$ cat src/rtl/ysyx_22041412_pkg.sv
// Shared constants and types for the fetch-queue slice.
// Holds the RV64 opcode / funct12 values used by predecode and the
// packed {inst, ctrl} payload stored per queue entry.
package ysyx_22041412_pkg;

  localparam int unsigned INST_W = 32;

  // Major opcodes (inst[6:0]) of control-transfer instructions
  localparam logic [6:0] JAL         = 7'b1101111;
  localparam logic [6:0] JALR        = 7'b1100111;
  localparam logic [6:0] B_TYPE      = 7'b1100011;
  localparam logic [6:0] ENVIRONMENT = 7'b1110011;

  // funct12 (inst[31:20]) values within the ENVIRONMENT opcode
  localparam logic [11:0] ECALL = 12'h000;
  localparam logic [11:0] MRET  = 12'h302;

  // Per-entry instruction payload; PC is kept in its own array since its
  // width is a module parameter.
  typedef struct packed {
    logic [INST_W-1:0] inst;
    logic              ctrl;
  } ifq_ent_t;

endpackage

$ cat src/rtl/ysyx_22041412_ifq_if.sv
// Handshake bundle between IFU, the fetch queue and ID.
// slave  : queue view (consumes in_*, out_ready, flush; drives the rest)
// master : environment view (mirror of slave)
// Signals: in_valid/in_ready/in_pc/in_inst, out_valid/out_ready/out_pc/
//          out_inst/out_ctrl, flush, count (occupancy).
interface ysyx_22041412_ifq_if #(
  parameter int unsigned DEPTH = 4,
  parameter int unsigned PC_W  = 64
);
  localparam int unsigned CNT_W = $clog2(DEPTH) + 1;

  logic             in_valid;
  logic             in_ready;
  logic [PC_W-1:0]  in_pc;
  logic [31:0]      in_inst;
  logic             out_valid;
  logic             out_ready;
  logic [PC_W-1:0]  out_pc;
  logic [31:0]      out_inst;
  logic             out_ctrl;
  logic             flush;
  logic [CNT_W-1:0] count;

  modport slave (
    input  in_valid, in_pc, in_inst, out_ready, flush,
    output in_ready, out_valid, out_pc, out_inst, out_ctrl, count
  );

  modport master (
    output in_valid, in_pc, in_inst, out_ready, flush,
    input  in_ready, out_valid, out_pc, out_inst, out_ctrl, count
  );

endinterface

$ cat src/rtl/ysyx_22041412_predecode.sv
// Combinational predecode: flags jal/jalr/branch/ecall/mret.
// Ports: inst (32-bit instruction word) -> ctrl (1 = control transfer).
module ysyx_22041412_predecode
  import ysyx_22041412_pkg::*;
(
  input  logic [INST_W-1:0] inst,
  output logic              ctrl
);

  // Bits between funct12 and the opcode do not affect the decision
  logic unused_inst;
  assign unused_inst = ^inst[19:7];

  always_comb begin
    ctrl = 1'b0;
    case (inst[6:0])
      JAL, JALR, B_TYPE: ctrl = 1'b1;
      ENVIRONMENT:       ctrl = (inst[31:20] == ECALL) || (inst[31:20] == MRET);
      default:           ctrl = 1'b0;
    endcase
  end

endmodule

$ cat src/rtl/ysyx_22041412_ifq.sv
// Instruction fetch queue: circular FIFO of {pc, inst, ctrl} between IFU
// and ID, with single-cycle flush on redirect.
// Ports: clk, rst_n (async active-low), bus (ysyx_22041412_ifq_if.slave).
// Optional: YSYX_22041412_IFQ_BYPASS_EN lets an instruction arriving at an
// empty queue appear on out_* in the same cycle.
module ysyx_22041412_ifq
  import ysyx_22041412_pkg::*;
#(
  parameter int unsigned DEPTH = 4,
  parameter int unsigned PC_W  = 64
) (
  input  logic                    clk,
  input  logic                    rst_n,
  ysyx_22041412_ifq_if.slave      bus
);

  localparam int unsigned AW = $clog2(DEPTH);
  localparam int unsigned PW = AW + 1;

  logic [PW-1:0]   rd_ptr_q, rd_ptr_d;
  logic [PW-1:0]   wr_ptr_q, wr_ptr_d;
  logic [PW-1:0]   count_q,  count_d;
  logic [PC_W-1:0] pc_mem_q  [DEPTH];
  logic [PC_W-1:0] pc_mem_d  [DEPTH];
  ifq_ent_t        ent_mem_q [DEPTH];
  ifq_ent_t        ent_mem_d [DEPTH];

  logic            in_ctrl;
  logic            empty, full;
  logic            in_ready_c, out_valid_c;
  logic            enq, deq, wr_en, byp, pass;
  logic [AW-1:0]   rd_idx, wr_idx;

  ysyx_22041412_predecode u_predecode (
    .inst (bus.in_inst),
    .ctrl (in_ctrl)
  );

  assign rd_idx = rd_ptr_q[AW-1:0];
  assign wr_idx = wr_ptr_q[AW-1:0];
  assign empty  = (rd_ptr_q == wr_ptr_q);
  assign full   = (rd_ptr_q[AW-1:0] == wr_ptr_q[AW-1:0]) && (rd_ptr_q[AW] != wr_ptr_q[AW]);

`ifdef YSYX_22041412_IFQ_BYPASS_EN
  // Empty queue forwards the incoming instruction straight to ID
  assign byp  = empty & bus.in_valid & ~bus.flush;
`else
  assign byp  = 1'b0;
`endif
  assign pass = byp & bus.out_ready;

  assign in_ready_c  = ~full & ~bus.flush;
  assign out_valid_c = (~empty | byp) & ~bus.flush;
  assign enq         = bus.in_valid & in_ready_c;
  assign deq         = out_valid_c & bus.out_ready & ~empty;
  // A passed-through instruction is consumed without touching storage
  assign wr_en       = enq & ~pass;

  // Pointer, occupancy and storage next-state
  always_comb begin
    rd_ptr_d  = rd_ptr_q;
    wr_ptr_d  = wr_ptr_q;
    pc_mem_d  = pc_mem_q;
    ent_mem_d = ent_mem_q;
    if (bus.flush) begin
      rd_ptr_d = '0;
      wr_ptr_d = '0;
    end else begin
      if (wr_en) begin
        wr_ptr_d          = wr_ptr_q + PW'(1);
        pc_mem_d[wr_idx]  = bus.in_pc;
        ent_mem_d[wr_idx] = '{inst: bus.in_inst, ctrl: in_ctrl};
      end
      if (deq) begin
        rd_ptr_d = rd_ptr_q + PW'(1);
      end
    end
    count_d = wr_ptr_d - rd_ptr_d;
  end

  always_ff @(posedge clk or negedge rst_n) begin
    if (!rst_n) begin
      rd_ptr_q <= '0;
      wr_ptr_q <= '0;
      count_q  <= '0;
      for (int i = 0; i < int'(DEPTH); i++) begin
        pc_mem_q[i]  <= '0;
        ent_mem_q[i] <= '0;
      end
    end else begin
      rd_ptr_q  <= rd_ptr_d;
      wr_ptr_q  <= wr_ptr_d;
      count_q   <= count_d;
      pc_mem_q  <= pc_mem_d;
      ent_mem_q <= ent_mem_d;
    end
  end

  // Output side: head register, or the live input while bypassing
  assign bus.in_ready  = in_ready_c;
  assign bus.out_valid = out_valid_c;
  assign bus.out_pc    = byp ? bus.in_pc   : pc_mem_q[rd_idx];
  assign bus.out_inst  = byp ? bus.in_inst : ent_mem_q[rd_idx].inst;
  assign bus.out_ctrl  = byp ? in_ctrl     : ent_mem_q[rd_idx].ctrl;
  assign bus.count     = count_q;

endmodule

$ cat src/flat_wrapper.sv
// flat-port wrapper written by rule: the top's interface ports become plain ports
module ysyx_22041412_ifq_flat import ysyx_22041412_pkg::*;
#(
  parameter int unsigned DEPTH = 4,
  parameter int unsigned PC_W  = 64
)
  (clk, rst_n, bus_in_valid, bus_in_pc, bus_in_inst, bus_out_ready, bus_flush, bus_in_ready, bus_out_valid, bus_out_pc, bus_out_inst, bus_out_ctrl, bus_count);
  ysyx_22041412_ifq_if #(.DEPTH(DEPTH), .PC_W(PC_W)) bus_i ();
  input  logic clk;
  input  logic rst_n;
  input wire logic [$bits(bus_i.in_valid)-1:0] bus_in_valid;
  input wire logic [$bits(bus_i.in_pc)-1:0] bus_in_pc;
  input wire logic [$bits(bus_i.in_inst)-1:0] bus_in_inst;
  input wire logic [$bits(bus_i.out_ready)-1:0] bus_out_ready;
  input wire logic [$bits(bus_i.flush)-1:0] bus_flush;
  output wire logic [$bits(bus_i.in_ready)-1:0] bus_in_ready;
  output wire logic [$bits(bus_i.out_valid)-1:0] bus_out_valid;
  output wire logic [$bits(bus_i.out_pc)-1:0] bus_out_pc;
  output wire logic [$bits(bus_i.out_inst)-1:0] bus_out_inst;
  output wire logic [$bits(bus_i.out_ctrl)-1:0] bus_out_ctrl;
  output wire logic [$bits(bus_i.count)-1:0] bus_count;
  assign bus_i.in_valid = bus_in_valid;
  assign bus_i.in_pc = bus_in_pc;
  assign bus_i.in_inst = bus_in_inst;
  assign bus_i.out_ready = bus_out_ready;
  assign bus_i.flush = bus_flush;
  assign bus_in_ready = bus_i.in_ready;
  assign bus_out_valid = bus_i.out_valid;
  assign bus_out_pc = bus_i.out_pc;
  assign bus_out_inst = bus_i.out_inst;
  assign bus_out_ctrl = bus_i.out_ctrl;
  assign bus_count = bus_i.count;
  ysyx_22041412_ifq #(.DEPTH(DEPTH), .PC_W(PC_W)) u_core (.clk(clk), .rst_n(rst_n), .bus(bus_i));
endmodule
$ cat config.mk
export PLATFORM = sky130hd
export DESIGN_NAME = ysyx_22041412_ifq_flat
export DESIGN_NICKNAME = d
export VERILOG_FILES = /design/src/rtl/ysyx_22041412_pkg.sv /design/src/rtl/ysyx_22041412_ifq_if.sv /design/src/rtl/ysyx_22041412_predecode.sv /design/src/rtl/ysyx_22041412_ifq.sv /design/src/flat_wrapper.sv
export SDC_FILE = /design/constraint.sdc
export NUM_CORES = 1
export LEC_CHECK = 0
export BUFFER_PORTS_ARGS = -buffer_cell sky130_fd_sc_hd__buf_2
export CORE_ASPECT_RATIO = 0.75
export CORE_MARGIN = 2
export CORE_UTILIZATION = 45
export DETAILED_ROUTE_END_ITERATION = 7
export GPL_TIMING_DRIVEN = 1
export PLACE_DENSITY = 0.66
export SLEW_MARGIN = 20
export SYNTH_ARGS = -nofsm -noshare
export SYNTH_HDL_FRONTEND = slang
export SYNTH_SLANG_ARGS = --single-unit
$ cat constraint.sdc
create_clock -name clk -period 3.2 [get_ports clk]
set_input_delay 0.96 -clock clk [delete_from_list [all_inputs] [get_ports clk]]
set_output_delay 0.96 -clock clk [all_outputs]
set_load 0.01 [all_outputs]
==> flow_metrics.tcl <==
set metrics [dict create \
    status "finished, final reports clean" \
    worst_ir_drop_vdd_v 0.000418 \
    power_uw 16700 \
    path_buf_inv 2 \
    die_area_mm2 0.0398 \
    place_inst 1681 \
    placementRows 61 \
    final_common_cell "dfrtp_1" \
    fin_ws_ps 89.1 \
    die_width_um 230 \
    grt_usage_pct 19.0 \
    rsz0062_at_grt "true" \
    final_cells 1758 \
    cp.arrival_ps 2150 \
    portBuffers 202 \
    worstPathMaxFanout 99 \
    syn_to_final_growth_pct 18.4 \
    postRouteWirelength_um 36800 \
    clk_latency_ps 540 \
    cts_resized 0 \
    r2r_setup_slack_ps 410 \
    drt_iter0_drc 370 \
    finalCritPeriodShare_pct 97.2 \
    maxSlewHeadroom_pct 54.6 \
    cts.htree.levels 2 \
    vias_per_cell 5.42 \
    die_h_um 173 \
    gp_congestion 0.733 \
    pin_count 203 \
    core_mm2 0.0374 \
    synth.avg_cell_area_um2 17.0 \
    switchingPower_uw 4550 \
    cts_buffer_depth 3 \
    grt_pass1_wl_um 59600 \
    cpPeakStageDelay_ps 510 \
    ys_ff_latch 397 \
    grt_pass1_vias 10300 \
    cts_tree "yes" \
    startpoint_type "register" \
    place_hpwl_um 22800 \
    drv_cap 0 \
    postPlaceCellArea_mm2 0.0190 \
    yosysWarnings 0 \
    synth_largest_area_cell "dfrtp_1" \
    tightest_slew_ps 681 \
    report.final.hold_viol_count 0 \
    finalCriticalPeriod_ps 3110 \
    antenna_found_initial 5 \
    grt_max_degree 100 \
    slowest_stage "buf_12" \
    cts_setup_buffers 0 \
    synth_cell_type_count 29 \
    cp-end-kind "output port" \
    nets 1329 \
    synthCells 1010 \
    fin_area_mm2 0.0204 \
    num_vias 9531 \
    syn_area_mm2 0.0172 \
    numCtsBuffers 42 \
    mostFrequentLayoutCells "dfrtp_1 (395), mux2_2 (380), buf_2 (201), mux4_2 (97), clkbuf_16 (45)" \
    dp_worst_setup_slack_ps 389 \
    pwr-share-comb_pct 27.1 \
    r2r-end "u_core.bus.count[2]$_DFF_PN0_" \
    drc 0 \
    fmax_mhz 321 \
    tns_ps 0 \
    crit_type "register to output port" \
    worstPathCellList "buf_12, mux4_2, buf_2" \
    critPathTopFamily "buffers and inverters" \
    setup_viol 0 \
    rr_worst_depth 10 \
    initial_utilization_pct 46.0 \
    grt-ovfl-total 0 \
    postCtsHoldBufs 0 \
    leakage_uw 0.00927 \
    switching_share_pct 27.3 \
    synth.area.top_cells "dfrtp_1 (58%), mux2_2 (25%), mux4_2 (13%)" \
    dr.pass1.iters 4 \
    cts_sinks 397 \
    synth_fp_nets 1118 \
    synth_top_area_share_pct 57.7 \
    yosysSeqAreaShare_pct 57.7 \
    hold_path_class "primary input to asynchronous set/reset pin" \
    cp.required_ps 2240 \
    worstReg2RegStart "u_core.rd_ptr_q[0]$_DFF_PN0_" \
    root_buffer "clkbuf_16" \
    power_frac_seq_pct 44.1 \
    final_antenna_net_count 0 \
    slew_viol_final 0 \
    p_per_area_mw_per_mm2 819 \
    clk_pin_slew_ps 60 \
    power_frac_clock_pct 28.8 \
    drive_gt1_share_pct 62.5 \
    wl_per_cell_um 20.9 \
    p_int_uw 12100 \
    skew_ps 19.0 \
]
==> through the flow <==
| stage | util (%) | hold slack, ps |
|---|---|---|
| after floorplan | - | 445 |
| after global placement | 50.8 | 458 |
| after detailed placement | 50.8 | 467 |
| after CTS | 54.4 | 378 |
| after global routing | 54.4 | 400 |
| final | 54.5 | 371 |
==> synthesized netlist by cell type <==
cell       instances
a21oi_1            2
and3_1             2
buf_2             36
o2111ai_1          1
mux4_2            97
or2_2              2
nor3_1             1
xor2_1             3
ha_1               6
nand4_1            1
a221o_1            1
a311oi_4           1
mux2_2           380
buf_1             13
clkbuf_1           5
inv_1              7
buf_4              9
o21ai_0           10
o31a_1             1
nor4_1             2
xnor2_1            6
fa_1               1
a311oi_1           1
dfrtp_1          397
mux2i_1            2
a31oi_1            2
nand2_2            4
nand2_1           10
nor2_1             7
==> worst max-delay path by stage <==
stage                                 startpoint                                end  slack (ps)  cells after the start
floorplan           u_core.rd_ptr_q[0]$_DFF_PN0_      u_core.bus.count[2]$_DFF_PN0_         560                     11
finish              u_core.rd_ptr_q[1]$_DFF_PN0_                     bus_out_pc[53]          90                      3
global route        u_core.rd_ptr_q[0]$_DFF_PN0_                     bus_out_pc[23]          -1                      3
detailed placement                  bus_in_valid  u_core.ent_mem_q[109]$_DFFE_PN0P_         390                      6
CTS                 u_core.rd_ptr_q[0]$_DFF_PN0_                      bus_out_pc[9]          30                      3
global placement                    bus_in_valid  u_core.ent_mem_q[115]$_DFFE_PN0P_         440                      6
==> registers in the layout, indices dropped and copies added (netlist names) <==
signal            cells
u_core.wr_ptr_q       3
u_core.rd_ptr_q       3
u_core.ent_mem_q    132
u_core.pc_mem_q     256
u_core.bus.count      3
==> final cells by class <==
class | instances | area [um2]
Multi-Input combinational cell | 543 | 6950
Clock inverter | 13 | 101
Tap cell | 504 | 631
Inverter | 7 | 26.3
Fill cell | 3076 | 17000
Sequential cell | 397 | 9940
Timing Repair Buffer | 230 | 1440
Clock buffer | 62 | 1270
Antenna cell | 2 | 5.00
==> layer usage <==
metal	global-route usage (%)	vias up	wire [um]	share of wire (%)
met2	31.0	181	17800	48
met3	4.80	53	2060	5.6
met5	0	-	27	0.073
met1	25.8	5089	16300	44
li1	-	4204	-	-
met4	4.46	4	622	1.7
==> power groups by stage <==
stage                     clock network (uW)  logic [uW]  registers [uW]
final                                   4810        4520            7350
after global placement                     0        4500            7350
after detailed placement                   0        4600            7420
after floorplan                            0        3250            7130
after CTS                               4950        4620            7340
after global routing                    5170        4910            7540
==> logic make-up (layout without fill, tap and decap cells) <==
group / Yosys count / in the layout / share of synthesized area [%]
AND/OR/NAND/NOR: 29 / 29 / 0.800
XOR/XNOR: 9 / 9 / 0.458
AO/OA/AOI/OAI: 19 / 19 / 0.785
multiplexers: 479 / 479 / 37.7
buffers and inverters: 70 / 312 / 1.99
flip-flops: 397 / 397 / 57.7
other: 0 / 2 / 0
adder cells (fa/ha/maj): 7 / 7 / 0.553
Note: power is estimated with default switching activity, not from simulation.
